**src/rtl/uart_bus_master_if.sv**
```systemverilog
// Native memory bus between the UART debug master and the responders.
// The master drives the request; the slave side returns ready and read data.
`timescale 1ns/1ps
interface uart_bus_master_if;
  logic        mem_valid_o;
  logic        mem_ready_i;
  logic [31:0] mem_addr_o;
  logic [31:0] mem_wdata_o;
  logic [3:0]  mem_wstrb_o;
  logic [31:0] mem_rdata_i;

  modport master (
    output mem_valid_o, mem_addr_o, mem_wdata_o, mem_wstrb_o,
    input  mem_ready_i, mem_rdata_i
  );

  modport slave (
    input  mem_valid_o, mem_addr_o, mem_wdata_o, mem_wstrb_o,
    output mem_ready_i, mem_rdata_i
  );
endinterface

```
**src/rtl/uart_bus_master.sv**
```systemverilog
// UART-driven bus initiator: decodes 'R'/'W' command frames from the byte stream,
// issues one bus access, and streams back read data or a 'K'/'T' status byte.
`timescale 1ns/1ps
module uart_bus_master #(
  parameter int BUS_TIMEOUT   = 1024,
  parameter int FRAME_TIMEOUT = 800000
) (
  input  logic                     clk,
  input  logic                     resetn,
  input  logic [7:0]               rx_data,
  input  logic                     rx_valid,
  output logic [7:0]               tx_data,
  output logic                     tx_valid,
  input  logic                     tx_ready,
  uart_bus_master_if.master        mem,
  output logic                     busy,
  output logic                     rx_overrun
);
  localparam int FW = $clog2(FRAME_TIMEOUT + 1);
  localparam int BW = $clog2(BUS_TIMEOUT + 1);

  localparam logic [7:0] CMD_R  = 8'h52;
  localparam logic [7:0] CMD_W  = 8'h57;
  localparam logic [7:0] RSP_OK = 8'h4B;
  localparam logic [7:0] RSP_TO = 8'h54;

  typedef enum logic [2:0] {S_IDLE, S_ADDR, S_DATA, S_STRB, S_BUS, S_RESP} state_t;

  state_t          state;
  logic            op_wr;
  logic [1:0]      byte_cnt;
  logic [FW-1:0]   frame_cnt;
  logic [BW-1:0]   bus_cnt;
  logic [31:0]     addr;
  logic [31:0]     wdata;
  logic [23:0]     resp_sh;
  logic [1:0]      resp_left;

  assign busy = (state != S_IDLE);

  always_ff @(posedge clk) begin
    if (!resetn) begin
      state           <= S_IDLE;
      op_wr           <= 1'b0;
      byte_cnt        <= '0;
      frame_cnt       <= '0;
      bus_cnt         <= '0;
      addr            <= '0;
      wdata           <= '0;
      resp_sh         <= '0;
      resp_left       <= '0;
      tx_data         <= '0;
      tx_valid        <= 1'b0;
      rx_overrun      <= 1'b0;
      mem.mem_valid_o <= 1'b0;
      mem.mem_addr_o  <= '0;
      mem.mem_wdata_o <= '0;
      mem.mem_wstrb_o <= '0;
    end else begin
      rx_overrun <= 1'b0;
      unique case (state)
        S_IDLE: begin
          if (rx_valid && (rx_data == CMD_R || rx_data == CMD_W)) begin
            op_wr     <= (rx_data == CMD_W);
            byte_cnt  <= '0;
            frame_cnt <= '0;
            state     <= S_ADDR;
          end
        end

        S_ADDR, S_DATA, S_STRB: begin
          if (rx_valid) begin
            frame_cnt <= '0;
            byte_cnt  <= byte_cnt + 2'd1;
            if (state == S_ADDR) begin
              addr <= {addr[23:0], rx_data};
              if (byte_cnt == 2'd3) begin
                if (op_wr) begin
                  state <= S_DATA;
                end else begin
                  // Read issues straight from the last address byte for 1-cycle latency.
                  mem.mem_valid_o <= 1'b1;
                  mem.mem_addr_o  <= {addr[23:0], rx_data[7:2], 2'b00};
                  mem.mem_wdata_o <= wdata;
                  mem.mem_wstrb_o <= 4'h0;
                  bus_cnt         <= '0;
                  state           <= S_BUS;
                end
              end
            end else if (state == S_DATA) begin
              wdata <= {wdata[23:0], rx_data};
              if (byte_cnt == 2'd3) state <= S_STRB;
            end else begin
              mem.mem_valid_o <= 1'b1;
              mem.mem_addr_o  <= {addr[31:2], 2'b00};
              mem.mem_wdata_o <= wdata;
              mem.mem_wstrb_o <= rx_data[3:0];
              bus_cnt         <= '0;
              state           <= S_BUS;
            end
          end else if (frame_cnt == FW'(FRAME_TIMEOUT - 1)) begin
            state <= S_IDLE;
          end else begin
            frame_cnt <= frame_cnt + 1'b1;
          end
        end

        S_BUS: begin
          if (rx_valid) rx_overrun <= 1'b1;
          // Ready is checked first so a completion on the final cycle still counts.
          if (mem.mem_ready_i) begin
            mem.mem_valid_o <= 1'b0;
            tx_valid        <= 1'b1;
            state           <= S_RESP;
            if (op_wr) begin
              tx_data   <= RSP_OK;
              resp_left <= 2'd0;
            end else begin
              tx_data   <= mem.mem_rdata_i[31:24];
              resp_sh   <= mem.mem_rdata_i[23:0];
              resp_left <= 2'd3;
            end
          end else if (bus_cnt == BW'(BUS_TIMEOUT - 1)) begin
            mem.mem_valid_o <= 1'b0;
            tx_valid        <= 1'b1;
            tx_data         <= RSP_TO;
            resp_left       <= 2'd0;
            state           <= S_RESP;
          end else begin
            bus_cnt <= bus_cnt + 1'b1;
          end
        end

        S_RESP: begin
          if (rx_valid) rx_overrun <= 1'b1;
          if (tx_ready) begin
            if (resp_left == 2'd0) begin
              tx_valid <= 1'b0;
              state    <= S_IDLE;
            end else begin
              tx_data   <= resp_sh[23:16];
              resp_sh   <= {resp_sh[15:0], 8'h00};
              resp_left <= resp_left - 2'd1;
            end
          end
        end

        default: state <= S_IDLE;
      endcase
    end
  end
endmodule

```
**src/flat_wrapper.sv**
```systemverilog
// flat-port wrapper written by rule: the top's interface ports become plain ports
module uart_bus_master_flat 
#(
  parameter int BUS_TIMEOUT   = 1024,
  parameter int FRAME_TIMEOUT = 800000
)
  (clk, resetn, rx_data, rx_valid, tx_data, tx_valid, tx_ready, busy, rx_overrun, mem_mem_valid_o, mem_mem_addr_o, mem_mem_wdata_o, mem_mem_wstrb_o, mem_mem_ready_i, mem_mem_rdata_i);
  uart_bus_master_if mem_i ();
  input  logic clk;
  input  logic resetn;
  input  logic [7:0] rx_data;
  input  logic rx_valid;
  output logic [7:0] tx_data;
  output logic tx_valid;
  input  logic tx_ready;
  output logic busy;
  output logic rx_overrun;
  output wire logic [$bits(mem_i.mem_valid_o)-1:0] mem_mem_valid_o;
  output wire logic [$bits(mem_i.mem_addr_o)-1:0] mem_mem_addr_o;
  output wire logic [$bits(mem_i.mem_wdata_o)-1:0] mem_mem_wdata_o;
  output wire logic [$bits(mem_i.mem_wstrb_o)-1:0] mem_mem_wstrb_o;
  input wire logic [$bits(mem_i.mem_ready_i)-1:0] mem_mem_ready_i;
  input wire logic [$bits(mem_i.mem_rdata_i)-1:0] mem_mem_rdata_i;
  assign mem_mem_valid_o = mem_i.mem_valid_o;
  assign mem_mem_addr_o = mem_i.mem_addr_o;
  assign mem_mem_wdata_o = mem_i.mem_wdata_o;
  assign mem_mem_wstrb_o = mem_i.mem_wstrb_o;
  assign mem_i.mem_ready_i = mem_mem_ready_i;
  assign mem_i.mem_rdata_i = mem_mem_rdata_i;
  uart_bus_master #(.BUS_TIMEOUT(BUS_TIMEOUT), .FRAME_TIMEOUT(FRAME_TIMEOUT)) u_core (.clk(clk), .resetn(resetn), .rx_data(rx_data), .rx_valid(rx_valid), .tx_data(tx_data), .tx_valid(tx_valid), .tx_ready(tx_ready), .mem(mem_i), .busy(busy), .rx_overrun(rx_overrun));
endmodule
```
**config.mk**
```make
export PLATFORM = sky130hd
export DESIGN_NAME = uart_bus_master_flat
export DESIGN_NICKNAME = d
export VERILOG_FILES = /design/src/rtl/uart_bus_master_if.sv /design/src/rtl/uart_bus_master.sv /design/src/flat_wrapper.sv
export SDC_FILE = /design/constraint.sdc
export NUM_CORES = 1
export LEC_CHECK = 0
export CORE_MARGIN = 1.5
export CORE_UTILIZATION = 49
export DETAILED_ROUTE_END_ITERATION = 16
export GPL_TIMING_DRIVEN = 0
export PLACE_DENSITY_LB_ADDON = 0.08
export SLEW_MARGIN = 10
export SYNTH_ARGS = -nofsm -noshare
export SYNTH_HDL_FRONTEND = slang
export SYNTH_SLANG_ARGS = --single-unit
```
**constraint.sdc**
```tcl
create_clock -name clk -period 2.38 [get_ports clk]
set_clock_uncertainty 0.1 [all_clocks]
set_input_delay 0.476 -clock clk [delete_from_list [all_inputs] [get_ports clk]]
set_output_delay 0.476 -clock clk [all_outputs]
set_load 0.01 [all_outputs]
```
Word-level counts from Yosys, hierarchy flattened
Cells that the tools add are included.
W data, S select, Z words.
- flip-flop bits (word level): 206
- input port bits: 45
- output and inout port bits: 80
- logic and storage cells: 145
- add/sub/neg operators: 4
- equality and inequality tests: 30
- muxes and demuxes: 71
- bitwise gates (word level): 1
- reduce and logical (&&, ||, !) cells: 23
- operators by type and width (operator ; number):
    $mux W32 ; 8
    $mux W24 ; 4
    $mux W11 ; 7
    $mux W20 ; 3
    $pmux W24 S2 ; 1
    $mux W8 ; 5
    $pmux W20 S2 ; 1
    $mux W3 ; 12
    $pmux W11 S2 ; 1
    $add A20 B1 Y20 const B ; 1
    $eq A20 B20 Y1 const B ; 1
    $ne A2 B2 Y1 const B ; 9
    $eq A8 B7 Y1 const B ; 2
    $mux W4 ; 4
    $pmux W8 S2 ; 1
    $mux W2 ; 7
    $reduce_and A7 Y1 ; 2
    $mux W1 ; 12
    $pmux W3 S4 ; 1
    $reduce_and A4 Y1 ; 3
    $add A11 B1 Y11 const B ; 1
    $eq A11 B10 Y1 const B ; 1
    $reduce_and A5 Y1 ; 2
    $ne A3 B2 Y1 const B ; 3
    other kinds (24) ; 37

Longest topological paths before layout
- word-level depth: 6
- gate-level depth with buffers: 9
- gate-level depth less buffers: 7

Worst setup path after synthesis
Ideal clock, no wire load.
- path type: register to register
- start: register u_core.frame_cnt[15]
- end: register u_core.state[0]
- library setup time: 118 ps
- arrival: 2029 ps
- data required time: 2162 ps
- setup slack: 133 ps
- stages on the path, launching flop included: 6
- path buffers: 0
- period minus slack after synthesis: 2247 ps
- path through: dfxtp_1 or4b_4 nor4b_4 a21oi_2 or4b_4 mux2i_1
- cells in the longest elaborated chain, start to end: 3
- RTL lines (item ; RTL line ; RTL):
    from (decl) ; uart_bus_master.sv:32 ; logic [FW-1:0] frame_cnt;
    from (signal assigned) ; uart_bus_master.sv:104 ; frame_cnt <= frame_cnt + 1'b1;
    $eq A20 B20 Y1 ; uart_bus_master.sv:101 ; end else if (frame_cnt == FW'(FRAME_TIMEOUT - 1)) begin
    $ne A3 B2 Y1 (no source line) ; n/a ;
    $reduce_and A7 Y1 (no source line) ; n/a ;
    to (signal assigned) ; uart_bus_master.sv:99 ; state <= S_BUS;
    to (signal assigned) ; uart_bus_master.sv:102 ; state <= S_IDLE;
    to (signal assigned) ; uart_bus_master.sv:114 ; state <= S_RESP;
    to (decl) ; uart_bus_master.sv:29 ; state_t state;
No other way between the ends.
A chain may end at the register's enable or synchronous reset.

Worst setup path in the final report
- start: register u_core.frame_cnt[17]
- end: register u_core.state[0]
The elaborated chain is that of the path after synthesis.

==> metrics <==
Clk Latency, worst-skew pair 510 ps; DR WL/cell 16.3 um; Fillers 1605; Slowest cell on crit path or4b_4; Worst Hold Class reg2reg; CP dominant cell by count or4b_4; Die Y 135 um; row cnt 48; vias in the first global route 7245; overall power 0.00720 W; synth unique cells 71; port buffer count 122; most common cell after layout, fill and taps aside nand2_1; post-placement cell count 1404; Startpoint Class register; Post-Syn Instances 1056; yosys warns 0; Critical R2R Launch u_core.frame_cnt[17]; CTS tree yes; worst-path cell chain or4b_4 > nor4b_4 > buf_4 > a21oi_4 > or4b_4 > mux2i_1; critical path arrival 2610 ps; EDFF count, synth 0; Total GRT Usage 25.4%; reg-to-reg slack, setup 60 ps; ys async rst share 0%; share of cells above drive strength 1 7.49%; Avg Cell Area, Syn 8.12 um^2; Die W 135 um; Sink Count 204; CP Max Fanout 7; vias per inst 5.53; hold path endpoint u_core.bus_cnt[10]; Max Freq 432 MHz; Critical Path Max Stage Delay 550 ps; grt total ovfl 0; initial DRC count 502; Initial Util 49.9%; Slew Viols, Final 0; area growth from synthesis to layout 26.9%; final WL 23500 um; CTS Buffer Depth 3; most frequent cells in the layout nand2_1, dfxtp_1, clkdlybuf4s50_1; clock slew at reported path FFs 60 ps; fin cells 1440; Antenna Cells 0; Die Area 18300 um^2; Leak 3.57 nW; first-pass GRT wire length 37300 um; First-pass DRT Iterations 5; synthesized area 8580 um^2; Seq pwr share 47.9%; I/O Pins 125; routed vias 7967; initial antenna violation count 0; placed cell area 10100 um^2; endpoint type of the worst setup path register; status finished clean; clk root buf clkbuf_16; Max-slew headroom 48.8%; combinational power share 7.6%; Post-DRT Antenna Nets 0; P_int 0.00551 W; detailed placement HPWL 16400 um; Seq/Total Area, Yosys 47.6%; period utilization 97.3%; max-cap viol count 0; Residual DRC 0; Sw Ratio 23.6%; PD cells 662 nW/um^2; R2R Path End u_core.state[0]; fin crit period 2320 ps; routability congestion estimate 0.864; core area 17200 um^2; WHS Path Cells 2; Setup CP Type reg2reg; part of the power in the clock network 44.5%; measured slew at the worst slew-check pin 762 ps; number of buffers created by CTS 23; HP Start u_core.bus_cnt[10]; worst vdd ir 0.000604 V; Seq cells post-synth 204; CTS H-tree depth 1; endpoints failing setup 0; largest net degree at the start of global routing 20; Hold Fails Final Rpt 0; Top FF cell, synth dfxtp_1; fin nets 1254; design area 10900 um^2; P_sw 0.00170 W; RSZ-0062 raised after global routing yes; reg2reg path depth 6; CP Data Required Time 2670 ps
[what timing repair did]
| action | in CTS | in global routing |
|---|---|---|
| endpoints found under the hold margin | 0 | 0 |
| gates cloned | 0 | 0 |
| setup endpoints to repair | 161 | 90 |
| buffers inserted | 2 | 6 |
| gates resized for setup | 19 | 27 |
| hold buffers | 0 | 0 |
| pin swaps | 2 | 6 |
[worst max-delay path by stage]
| stage | from | endpoint | slack (ps) | cells past startpoint |
|---|---|---|---|---|
| 2_1_floorplan | u_core.frame_cnt[15] | u_core.state[0] | 130 | 5 |
| 3_3_place_gp | rx_valid | u_core.mem.mem_addr_o[27] | -1230 | 8 |
| 3_5_place_dp | rx_valid | u_core.mem.mem_addr_o[26] | -1240 | 8 |
| 4_1_cts | mem_mem_ready_i | u_core.resp_sh[4] | 6 | 8 |
| 5_1_grt | u_core.frame_cnt[0] | u_core.frame_cnt[14] | -20 | 8 |
| 6_report | u_core.frame_cnt[17] | u_core.state[0] | 60 | 6 |
[metrics by stage]
stage	setup slack, ps	TNS, ps	hold WS (ps)	util, %
floorplan	133	0	308	-
global placement	-1230	-114860	317	58.7
detailed placement	-1240	-117820	327	58.7
CTS	5.73	0	335	62.7
global route	-16.0	-22.1	365	63.4
finish	64.4	0	346	63.4
[worst max-delay path, delay by kind of cell, from the launching register on]
kind                   cells  cell delay, ps
AO/OA/AOI/OAI              1              90
AND/OR/NAND/NOR            3            1390
flip-flops                 1             330
multiplexers               1             130
buffers and inverters      1             160
[sequential cells by signal (all words and copies together), names as in the netlist]
signal	flops
u_core.mem.mem_valid_o	1
u_core.bus_cnt	11
u_core.tx_data	8
u_core.op_wr	1
u_core.mem.mem_wstrb_o	4
u_core.rx_overrun	1
u_core.addr	32
u_core.tx_valid	1
u_core.state	3
u_core.byte_cnt	2
u_core.resp_left	2
u_core.mem.mem_wdata_o	32
u_core.wdata	32
u_core.mem.mem_addr_o	30
u_core.frame_cnt	20
u_core.resp_sh	24
[metal layers]
layer  vias up  wire length, um  part of all wire [%]  global-route usage [%]
li1       3950                -                     -                       -
met1      3750            10800                    46                    35.3
met2       241            10700                    46                    41.0
met3        26             1650                   7.0                    4.83
met4         0              307                   1.3                    5.97
met5         -                0                     0                       0
[power by group through the flow]
stage               logic (W)  registers [W]  clock network [W]
floorplan            0.000329        0.00351                  0
global placement     0.000539        0.00352                  0
detailed placement   0.000537        0.00352                  0
CTS                  0.000537        0.00345            0.00325
global route         0.000588        0.00345            0.00338
finish               0.000545        0.00345            0.00320
[kinds of logic (layout without fill, tap and decap cells)]
logic type                 after synthesis  in the layout  synth area share [%]
AOI/OAI and AO/OA                      253            253                  19.4
xor gates and xnor gates                 2              2                 0.204
adders and majority gates                4              4                 0.584
buffers and inverters                   92            250                  4.29
DFF                                    204            204                  47.6
muxes                                   36             36                  4.22
other                                    1              2                0.0437
and+or+nand+nor                        464            464                  23.6
[synthesized netlist by cell type (all sizes together) (4+ instances only)]
master / instances / area share (%)
a211oi: 33 / 2.9
a21boi: 25 / 2.2
a21oi: 103 / 6.1
a311oi: 20 / 2.0
a31oi: 14 / 1.0
and2: 7 / 0.53
and3: 4 / 0.31
buf: 11 / 0.74
clkbuf: 70 / 3.1
dfxtp: 204 / 48
ha: 4 / 0.58
inv: 11 / 0.48
mux2i: 35 / 4.1
nand2: 283 / 12
nand2b: 7 / 0.51
nand3: 36 / 2.1
nand4: 5 / 0.36
nor2: 77 / 3.4
nor2b: 9 / 0.66
nor3: 11 / 0.77
o211a: 5 / 0.58
o211ai: 8 / 0.70
o21ai: 17 / 0.99
[final cells by class]
class | count | area [um^2] | share of cell area, %
repair buffers | 130 | 1290 | 11.9
clock inverters | 2 | 13.8 | 0.126
clock buffers | 33 | 643 | 5.91
well taps | 225 | 282 | 2.59
inverters | 11 | 41.3 | 0.379
plain buffers | 74 | 322 | 2.95
flip-flops and latches | 204 | 4090 | 37.6
multi-input cells | 761 | 4200 | 38.6
Note: power is estimated with default switching activity, not from simulation.
